===== src/rtl/pulse_sched_pkg.sv =====
// rtl/pulse_sched_pkg.sv - shared types, defaults and round-robin pick for the pulse delay scheduler
package pulse_sched_pkg;

   localparam int DELAY_W_DEFAULT = 8;
   localparam int MAX_NREQ        = 8;

   typedef enum logic [1:0] {
      S_IDLE  = 2'd0,
      S_COUNT = 2'd1,
      S_FIRE  = 2'd2
   } state_t;

   // First set bit of bitmap searching upward from last+1, wrapping at n.
   function automatic int rr_pick(input logic [MAX_NREQ-1:0] bitmap, input int last, input int n);
      int   pick;
      int   idx;
      logic found;
      pick  = 0;
      found = 1'b0;
      for (int k = 1; k <= MAX_NREQ; k++) begin
         idx = (last + k) % n;
         if (!found && k <= n && bitmap[idx[2:0]]) begin
            pick  = idx;
            found = 1'b1;
         end
      end
      return pick;
   endfunction

endpackage


===== src/rtl/req_sync_edge.sv =====
// rtl/req_sync_edge.sv - two-flop synchroniser with one-cycle rising-edge pulse
module req_sync_edge (
   input  logic out_clk,
   input  logic reset,
   input  logic level,
   output logic rise
);

   logic sync1;
   logic sync2;
   logic prev;

   always_ff @(posedge out_clk) begin
      if (reset) begin
         sync1 <= 1'b0;
         sync2 <= 1'b0;
         prev  <= 1'b0;
      end else begin
         sync1 <= level;
         sync2 <= sync1;
         prev  <= sync2;
      end
   end

   assign rise = sync2 & ~prev;

endmodule


===== src/rtl/pulse_delay_scheduler.sv =====
// rtl/pulse_delay_scheduler.sv - round-robin scheduler sharing one delay counter among NREQ requesters
module pulse_delay_scheduler
   import pulse_sched_pkg::*;
#(
   parameter int NREQ    = 4,
   parameter int DELAY_W = DELAY_W_DEFAULT,
   parameter int IDW     = 2
) (
   input  logic                    out_clk,
   input  logic                    reset,
   input  logic [NREQ-1:0]         req_async,
   input  logic [NREQ*DELAY_W-1:0] delay_cfg,
   input  logic                    ovf_clr,
   output logic [NREQ-1:0]         strobe,
   output logic [IDW-1:0]          strobe_id,
   output logic                    busy,
   output logic [NREQ-1:0]         pending,
   output logic [NREQ-1:0]         overflow
);

   state_t               state;
   state_t               state_next;
   logic [DELAY_W-1:0]   count;
   logic [DELAY_W-1:0]   count_next;
   logic [IDW-1:0]       last;
   logic [IDW-1:0]       last_next;
   logic [IDW-1:0]       grant_idx;
   logic [NREQ-1:0]      grant_mask;
   logic [NREQ-1:0]      rise;
   logic [NREQ-1:0]      strobe_next;
   logic [IDW-1:0]       id_next;
   logic                 busy_next;
   logic [NREQ-1:0]      pending_next;
   logic [NREQ-1:0]      overflow_next;

   for (genvar i = 0; i < NREQ; i++) begin : g_sync
      req_sync_edge u_sync (
         .out_clk (out_clk),
         .reset   (reset),
         .level   (req_async[i]),
         .rise    (rise[i])
      );
   end

   assign grant_idx = IDW'(rr_pick(MAX_NREQ'(pending), int'(last), NREQ));

   always_ff @(posedge out_clk) begin
      if (reset) begin
         state     <= S_IDLE;
         count     <= '0;
         last      <= IDW'(NREQ - 1);
         strobe    <= '0;
         strobe_id <= '0;
         busy      <= 1'b0;
         pending   <= '0;
         overflow  <= '0;
      end else begin
         state     <= state_next;
         count     <= count_next;
         last      <= last_next;
         strobe    <= strobe_next;
         strobe_id <= id_next;
         busy      <= busy_next;
         pending   <= pending_next;
         overflow  <= overflow_next;
      end
   end

   always_comb begin
      state_next  = state;
      count_next  = count;
      last_next   = last;
      strobe_next = '0;
      id_next     = strobe_id;
      busy_next   = busy;
      grant_mask  = '0;
      case (state)
         S_IDLE: begin
            if (|pending) begin
               grant_mask[grant_idx] = 1'b1;
               id_next    = grant_idx;
               last_next  = grant_idx;
               count_next = delay_cfg[int'(grant_idx)*DELAY_W +: DELAY_W];
               busy_next  = 1'b1;
               state_next = S_COUNT;
            end
         end
         S_COUNT: begin
            if (count != '0) begin
               count_next = count - 1'b1;
            end else begin
               strobe_next[strobe_id] = 1'b1;
               state_next             = S_FIRE;
            end
         end
         S_FIRE: begin
            // no grant here: one idle cycle always separates services
            busy_next  = 1'b0;
            state_next = S_IDLE;
         end
         default: state_next = S_IDLE;
      endcase
   end

   // a new edge beats the grant clear; only an edge on a still-queued bit is lost
   always_comb begin
      pending_next  = (pending & ~grant_mask) | rise;
      overflow_next = (overflow & ~{NREQ{ovf_clr}}) | (rise & pending & ~grant_mask);
   end

endmodule


===== config.mk =====
export PLATFORM = sky130hd
export DESIGN_NAME = pulse_delay_scheduler
export DESIGN_NICKNAME = d
export VERILOG_FILES = /design/src/rtl/pulse_sched_pkg.sv /design/src/rtl/req_sync_edge.sv /design/src/rtl/pulse_delay_scheduler.sv
export SDC_FILE = /design/constraint.sdc
export NUM_CORES = 1
export LEC_CHECK = 0
export ABC_CLOCK_PERIOD_IN_PS = 1800
export CAP_MARGIN = 20
export CORE_UTILIZATION = 44
export DETAILED_ROUTE_END_ITERATION = 10
export PLACE_DENSITY = 0.72
export RECOVER_POWER = 100
export SKIP_LAST_GASP = 1
export SLEW_MARGIN = 20
export SYNTH_ARGS = -nofsm -noshare
export SYNTH_HDL_FRONTEND = slang
export SYNTH_SLANG_ARGS = --single-unit

===== constraint.sdc =====
create_clock -name out_clk -period 1.8 [get_ports out_clk]
set_input_delay 0.36 -clock out_clk [delete_from_list [all_inputs] [get_ports out_clk]]
set_output_delay 0.36 -clock out_clk [all_outputs]
set_load 0.05 [all_outputs]

* Yosys cells after proc, flatten, opt, wreduce, memory -nomap -nowiden
Cells that the tools add are included.
** Word-level totals
- Register bits after elaboration :: 39
- Output and inout port bits :: 15
- Logic and storage cells :: 111
- Memories kept :: 0
- Memory bits (writable) :: 0
- Bits in read-only memories :: 0
- Input bits :: 39
- Latch bits :: 0
** Cells by class
- Mux-type cells :: 29
- $add $sub $neg :: 5
- Reductions and logical operators :: 22
- Bitwise logic cells :: 21
- Order comparisons :: 8
- Multipliers :: 0
- Shifts and indexed selects :: 1
- Div/mod/pow operators :: 0
- Equality and inequality tests :: 5
** Operator list (number)
- $shiftx 32x6->8 :: 1
- $and 4x4->4 :: 4
- $lt 3x4->1 const B :: 4
- $mux 8 :: 2
- $pmux 8 s2 :: 1
- $bmux 1 s3 :: 4
- $mux 2 :: 6
- $mux 1 :: 10
- $mux 4 :: 2
- $not 4->4 :: 2
- $or 4x4->4 :: 2
- $reduce_bool 8->1 :: 1
- $reduce_or 2->1 :: 4
- $sub 8x1->8 const B :: 1
- $lt 2x3->1 const B :: 2
- $ne 2x2->1 const B :: 3
- $reduce_and 2->1 :: 3
- $logic_and 1x1->1 :: 5
- $not 1->1 :: 5
- $add 2x1->2 const B :: 2
- $add 2x2->2 const B :: 2
- $and 1x1->1 :: 4
- $and 1x1->1 const A :: 4
- $demux 1 s2 :: 2
- 11 further kinds :: 15

* Logic depth before layout (Yosys ltp)
- Word-level depth :: 24
- Mapped depth :: 7
- Gate-level depth less buffers :: 7

* By module
From an unflattened synthesis, not the netlist that was laid out.
** Second synthesis, totals
- Cells, all modules :: 208
- Area, all modules :: 1930.6 µm²
** By module, submodules not included
- pulse_delay_scheduler :: sequential area each 540.5 µm², cells each 180, instances 1, area each 1580.3 µm²
- req_sync_edge :: sequential area each 60.1 µm², cells each 7, instances 4, area each 87.6 µm²

* Worst setup path after synthesis
Ideal clock, no wire load.
- Path type :: register to register
- Start :: register pending[3]
- End :: register count[3]
- Required time :: 1684 ps
- Path buffers :: 0
- Setup time :: 116 ps
- Arrival :: 1937 ps
- Stages on the path, launching flop included :: 6
- Path slack :: -253 ps
- Period minus slack after synthesis :: 2053 ps
- Cells stage by stage :: dfxtp_1 -> nor2_1 -> a211oi_2 -> nor2_1 -> and3_1 -> a41o_1
** On the way
- Cells in the longest elaborated chain, start to end :: 15
- Elaborated cells between the ends (all ways) :: 27
- Those cells by class :: eq/ne (1); shift (1); mux (17); reduce/logical (8)
** Ends and longest elaborated chain
- from (decl) :: line pulse_delay_scheduler.sv:17 : output logic [NREQ-1:0] pending,
- from (signal assigned) :: line pulse_delay_scheduler.sv:64 : pending <= pending_next;
- $bmux 1 s3 :: line pulse_sched_pkg.sv:22 : if (!found && k <= n && bitmap[idx[2:0]]) begin
- $mux 1 (implied by the code) :: line pulse_sched_pkg.sv:22
- $mux 1 :: line pulse_sched_pkg.sv:22
- $logic_not 1->1 :: line pulse_sched_pkg.sv:22
- $logic_and 1x1->1 :: line pulse_sched_pkg.sv:22
- $mux 1 :: line pulse_sched_pkg.sv:22
- $logic_not 1->1 :: line pulse_sched_pkg.sv:22
- $logic_and 1x1->1 :: line pulse_sched_pkg.sv:22
- $mux 1 :: line pulse_sched_pkg.sv:22
- $logic_not 1->1 :: line pulse_sched_pkg.sv:22
- $logic_and 1x1->1 :: line pulse_sched_pkg.sv:22
- $mux 2 :: line pulse_sched_pkg.sv:22
- $shiftx 32x6->8 :: line pulse_delay_scheduler.sv:83 : count_next = delay_cfg[int'(grant_idx)*DELAY_W +: DELAY_W];
- $mux 8 :: line pulse_delay_scheduler.sv:79 : if (|pending) begin
- $pmux 8 s2 :: line pulse_delay_scheduler.sv:77 : case (state)
- to (signal assigned) :: line pulse_delay_scheduler.sv:59 : count <= count_next;
- to (decl) :: line pulse_delay_scheduler.sv:23 : logic [DELAY_W-1:0] count;
Several ways; a longest one is shown, not always the timed one. The select of a mux whose other input is x is not followed.
A chain may end at the register's enable or synchronous reset.

* Worst setup path after layout
- Start :: register pending[1]
- End :: register count[7]
Same word-level chain as after synthesis.

==> reports/metrics.cfg <==
[synth]
synth_top_family_by_area = simple AND/OR/NAND/NOR gates
synth_compound_area_frac = 0.245
ys_ff_latch = 39
yosys.area_share.simple = 0.253
synthFlopType = dfxtp_1
ys_types = 52
syn_avg_cell_area_sq_um = 8.69
synth_mux_area_frac = 0.0320
yosysSeqAreaShare = 0.384
netlist_area_sq_um = 2030
ys_async_sr_fraction = 0
synthXorXnorAreaFrac = 0.0129
synth_edf_count = 0
ys_warn_count = 0
netlist_instances = 234
synthesis.nets = 275
synthAdderAreaFrac = 0.0123

[clocking]
cts_buffers = 5
holdBufCountCts = 0
clkTransAtPathRegs_ns = 0.08
clk_latency_ns = 0.30
cts-root-buf = clkbuf_8
cts_sinks = 39
htreeDepth = 2
max-clock-path-buffers = 2
cts_tree = done

[global_route]
grt_pass1_wl_um = 8580
grt_pass1_vias = 1849
antenna_found_initial = 0
track_usage = 0.221
grt_start_max_net_pins = 32
globalRouteOverflowTotal = 0

[sta]
relSlewSlack = 0.601
finalSetupTns_ns = 0
drv_slew = 0
hold_violations = 0
finClkSkew_ns = 0.00745
fin_crit_sh = 0.993
min_period_ns = 1.79
tightest_slew_ns = 0.601
fmax_mhz = 560
hold_slack_ns = 0.449
rsz0062_at_grt = true
finalSetupViolCount = 0

[pwr]
intPower_mw = 1.86
irDropWorstVdd_mv = 0.563
p_comb_frac = 0.425
powerDensity_nw_per_um2 = 1050
switching_share = 0.380
p_sw_mw = 1.14
leakage_nw = 1.11
clock_power_share = 0.206
p_total_mw = 3.01
pwr-share-seq = 0.369

[worst_setup_path]
reg2reg_slack_ns = 0.01
path_cells = or2_1 > a311oi_1 > buf_6 > nand3_1 > mux2_4 > a311oi_2
slowest_stage = dfxtp_2
path_max_fanout = 11
critPathMaxStageDelay_ns = 0.35
crit_arrival_ns = 2.01
worst_ep_required_time_ns = 2.02
crit_path_start_kind = flop
r2r_start = pending[1]
worstSetupPathType = reg2reg
regToRegEndpoint = count[7]
end_kind = flop
r2r_cells = 6

[job]
drv_cap = 0

[place]
dpl_cell_area_sq_um = 2730
gp_congestion = 0.883
dp_hpwl_um = 3880
portBuffers = 53

[status]
outcome = finished, final reports clean

[detailed_routing]
num_vias = 2033
routed_wl_um = 5220
ant_nets = 0
drc = 0
drtPass1Iterations = 4
via_per_inst = 5.66
wl_per_cell_um = 14.5
drtIter0Drc = 125

[floorplan]
ios = 54
die_area_sq_um = 4900
core_area_sq_um = 4410
die_height_um = 70
die_width_um = 70
initial_core_util = 0.461
rows = 24

[layout]
area_growth_pct = 41.1
fin_area_sq_um = 2870
nets = 347
final_util = 0.651
n_antenna_cell = 0
drive_gt1_frac = 0.221

[worst_hold_path]
holdPathEnd = g_sync[2].u_sync.sync2
min_from = g_sync[2].u_sync.sync1
holdPathStages = 1
hp-class = reg2reg

==> metal layers <==
| metal | vias to the layer above | GRT usage | share of wire |
|---|---|---|---|
| li1 | 1008 | - | - |
| met1 | 946 | 0.304 | 0.46 |
| met2 | 72 | 0.337 | 0.46 |
| met3 | 7 | 0.0505 | 0.071 |
| met4 | 0 | 0.0844 | 0.013 |
| met5 | - | 0 | 0 |
==> layout make-up <==
class	count	area [sq um]
clock inverters	3	23.8
inverters	14	52.6
multi-input cells	169	1200
clock buffers	5	68.8
flip-flops and latches	39	786
repair buffers	77	674
well taps	52	65.1
fillers	364	1540
==> power by group through the flow <==
stage | Clock [mW] | Sequential, mW | Combinational (mW)
after detailed placement | 0 | 1.11 | 1.19
after global placement | 0 | 1.11 | 1.18
after floorplan | 0 | 1.15 | 0.758
final | 0.618 | 1.11 | 1.28
after CTS | 0.628 | 1.09 | 1.20
after global routing | 0.664 | 1.13 | 1.40
==> cell families (layout without fill, tap and decap cells) <==
| kind of cell | Yosys count | count (layout) |
|---|---|---|
| simple gates | 92 | 92 |
| compound gates | 66 | 66 |
| flops | 39 | 39 |
| buf+inv | 26 | 99 |
| mux | 6 | 6 |
| xor+xnor | 3 | 3 |
| fa+ha+maj | 2 | 2 |
==> what timing repair did <==
item / in CTS / in global routing
resized for setup: 1 / 19
endpoints found under the setup margin: 1 / 11
pin swaps: 0 / 3
buffers inserted: 0 / 1
==> cells in the mapped netlist (all sizes together) (4+ instances only) <==
library cell | instances | area [sq um]
dfxtp | 39 | 781
nor2 | 16 | 62.6
clkbuf | 5 | 18.8
nand4 | 8 | 50.1
buf | 7 | 53.8
a21oi | 13 | 65.1
a311oi | 6 | 71.3
nor2b | 17 | 106
nand3 | 10 | 50.1
nand2 | 13 | 48.8
mux2 | 4 | 45.0
o21ai | 13 | 65.1
o2111ai | 4 | 35.0
nor3b | 4 | 35.0
and3 | 6 | 38.8
inv | 14 | 52.6
a211oi | 5 | 47.5
nand2b | 8 | 50.1
o211ai | 5 | 37.5
==> flip-flops by register name, summed over array words and instances, names as in the netlist <==
register and flops:
strobe 4, count 8, overflow 4, busy 1
pending 4, g_sync.u_sync.sync1 4, g_sync.u_sync.prev 4, g_sync.u_sync.sync2 4
last 2, state 2, strobe_id 2
==> critical path: cells and delay by family (launching register included) <==
| family | cells | cell delay, ns |
|---|---|---|
| and+or+nand+nor | 2 | 0.31 |
| muxes | 1 | 0.28 |
| buffers and inverters | 1 | 0.21 |
| DFF | 1 | 0.35 |
| AOI/OAI and AO/OA | 2 | 0.55 |
==> worst max-delay path by stage <==
stage	startpoint	to
2_1_floorplan	pending[0]	count[4]
3_3_place_gp	pending[2]	count[4]
3_5_place_dp	pending[2]	count[4]
4_1_cts	strobe[2]	strobe[2]
5_1_grt	pending[0]	count[0]
6_report	pending[1]	count[7]
==> placed cells by master, fill, tap and decap left out, types with 3 or more instances in the layout <==
cell type        netlist  layout
a21oi_1               13      12
clkbuf_1               5       9
nand4_1                8       8
dfxtp_1               39      35
nand3_1               10      10
nor2_2                 1       5
o2111ai_1              4       4
o31ai_1                3       3
clkbuf_8               0       5
inv_1                 14      14
clkdlybuf4s50_1        0      39
and3_1                 5       5
nor2_1                15      11
buf_4                  1      23
o211ai_1               5       5
a311oi_2               3       4
nand2b_1               8       8
dfxtp_2                0       4
o21ai_0               12      12
nand2_1               13      13
nor2b_1               17      17
==> metrics by stage <==
step / setup WS (ns) / cells
after floorplan: 0.00364 / 234
after global placement: -0.0243 / 350
after detailed placement: 0.00225 / 350
after CTS: 0.0157 / 358
after global routing: -0.0641 / 359
final: 0.0133 / 359
No activity file was read; power rests on OpenSTA's default activity.
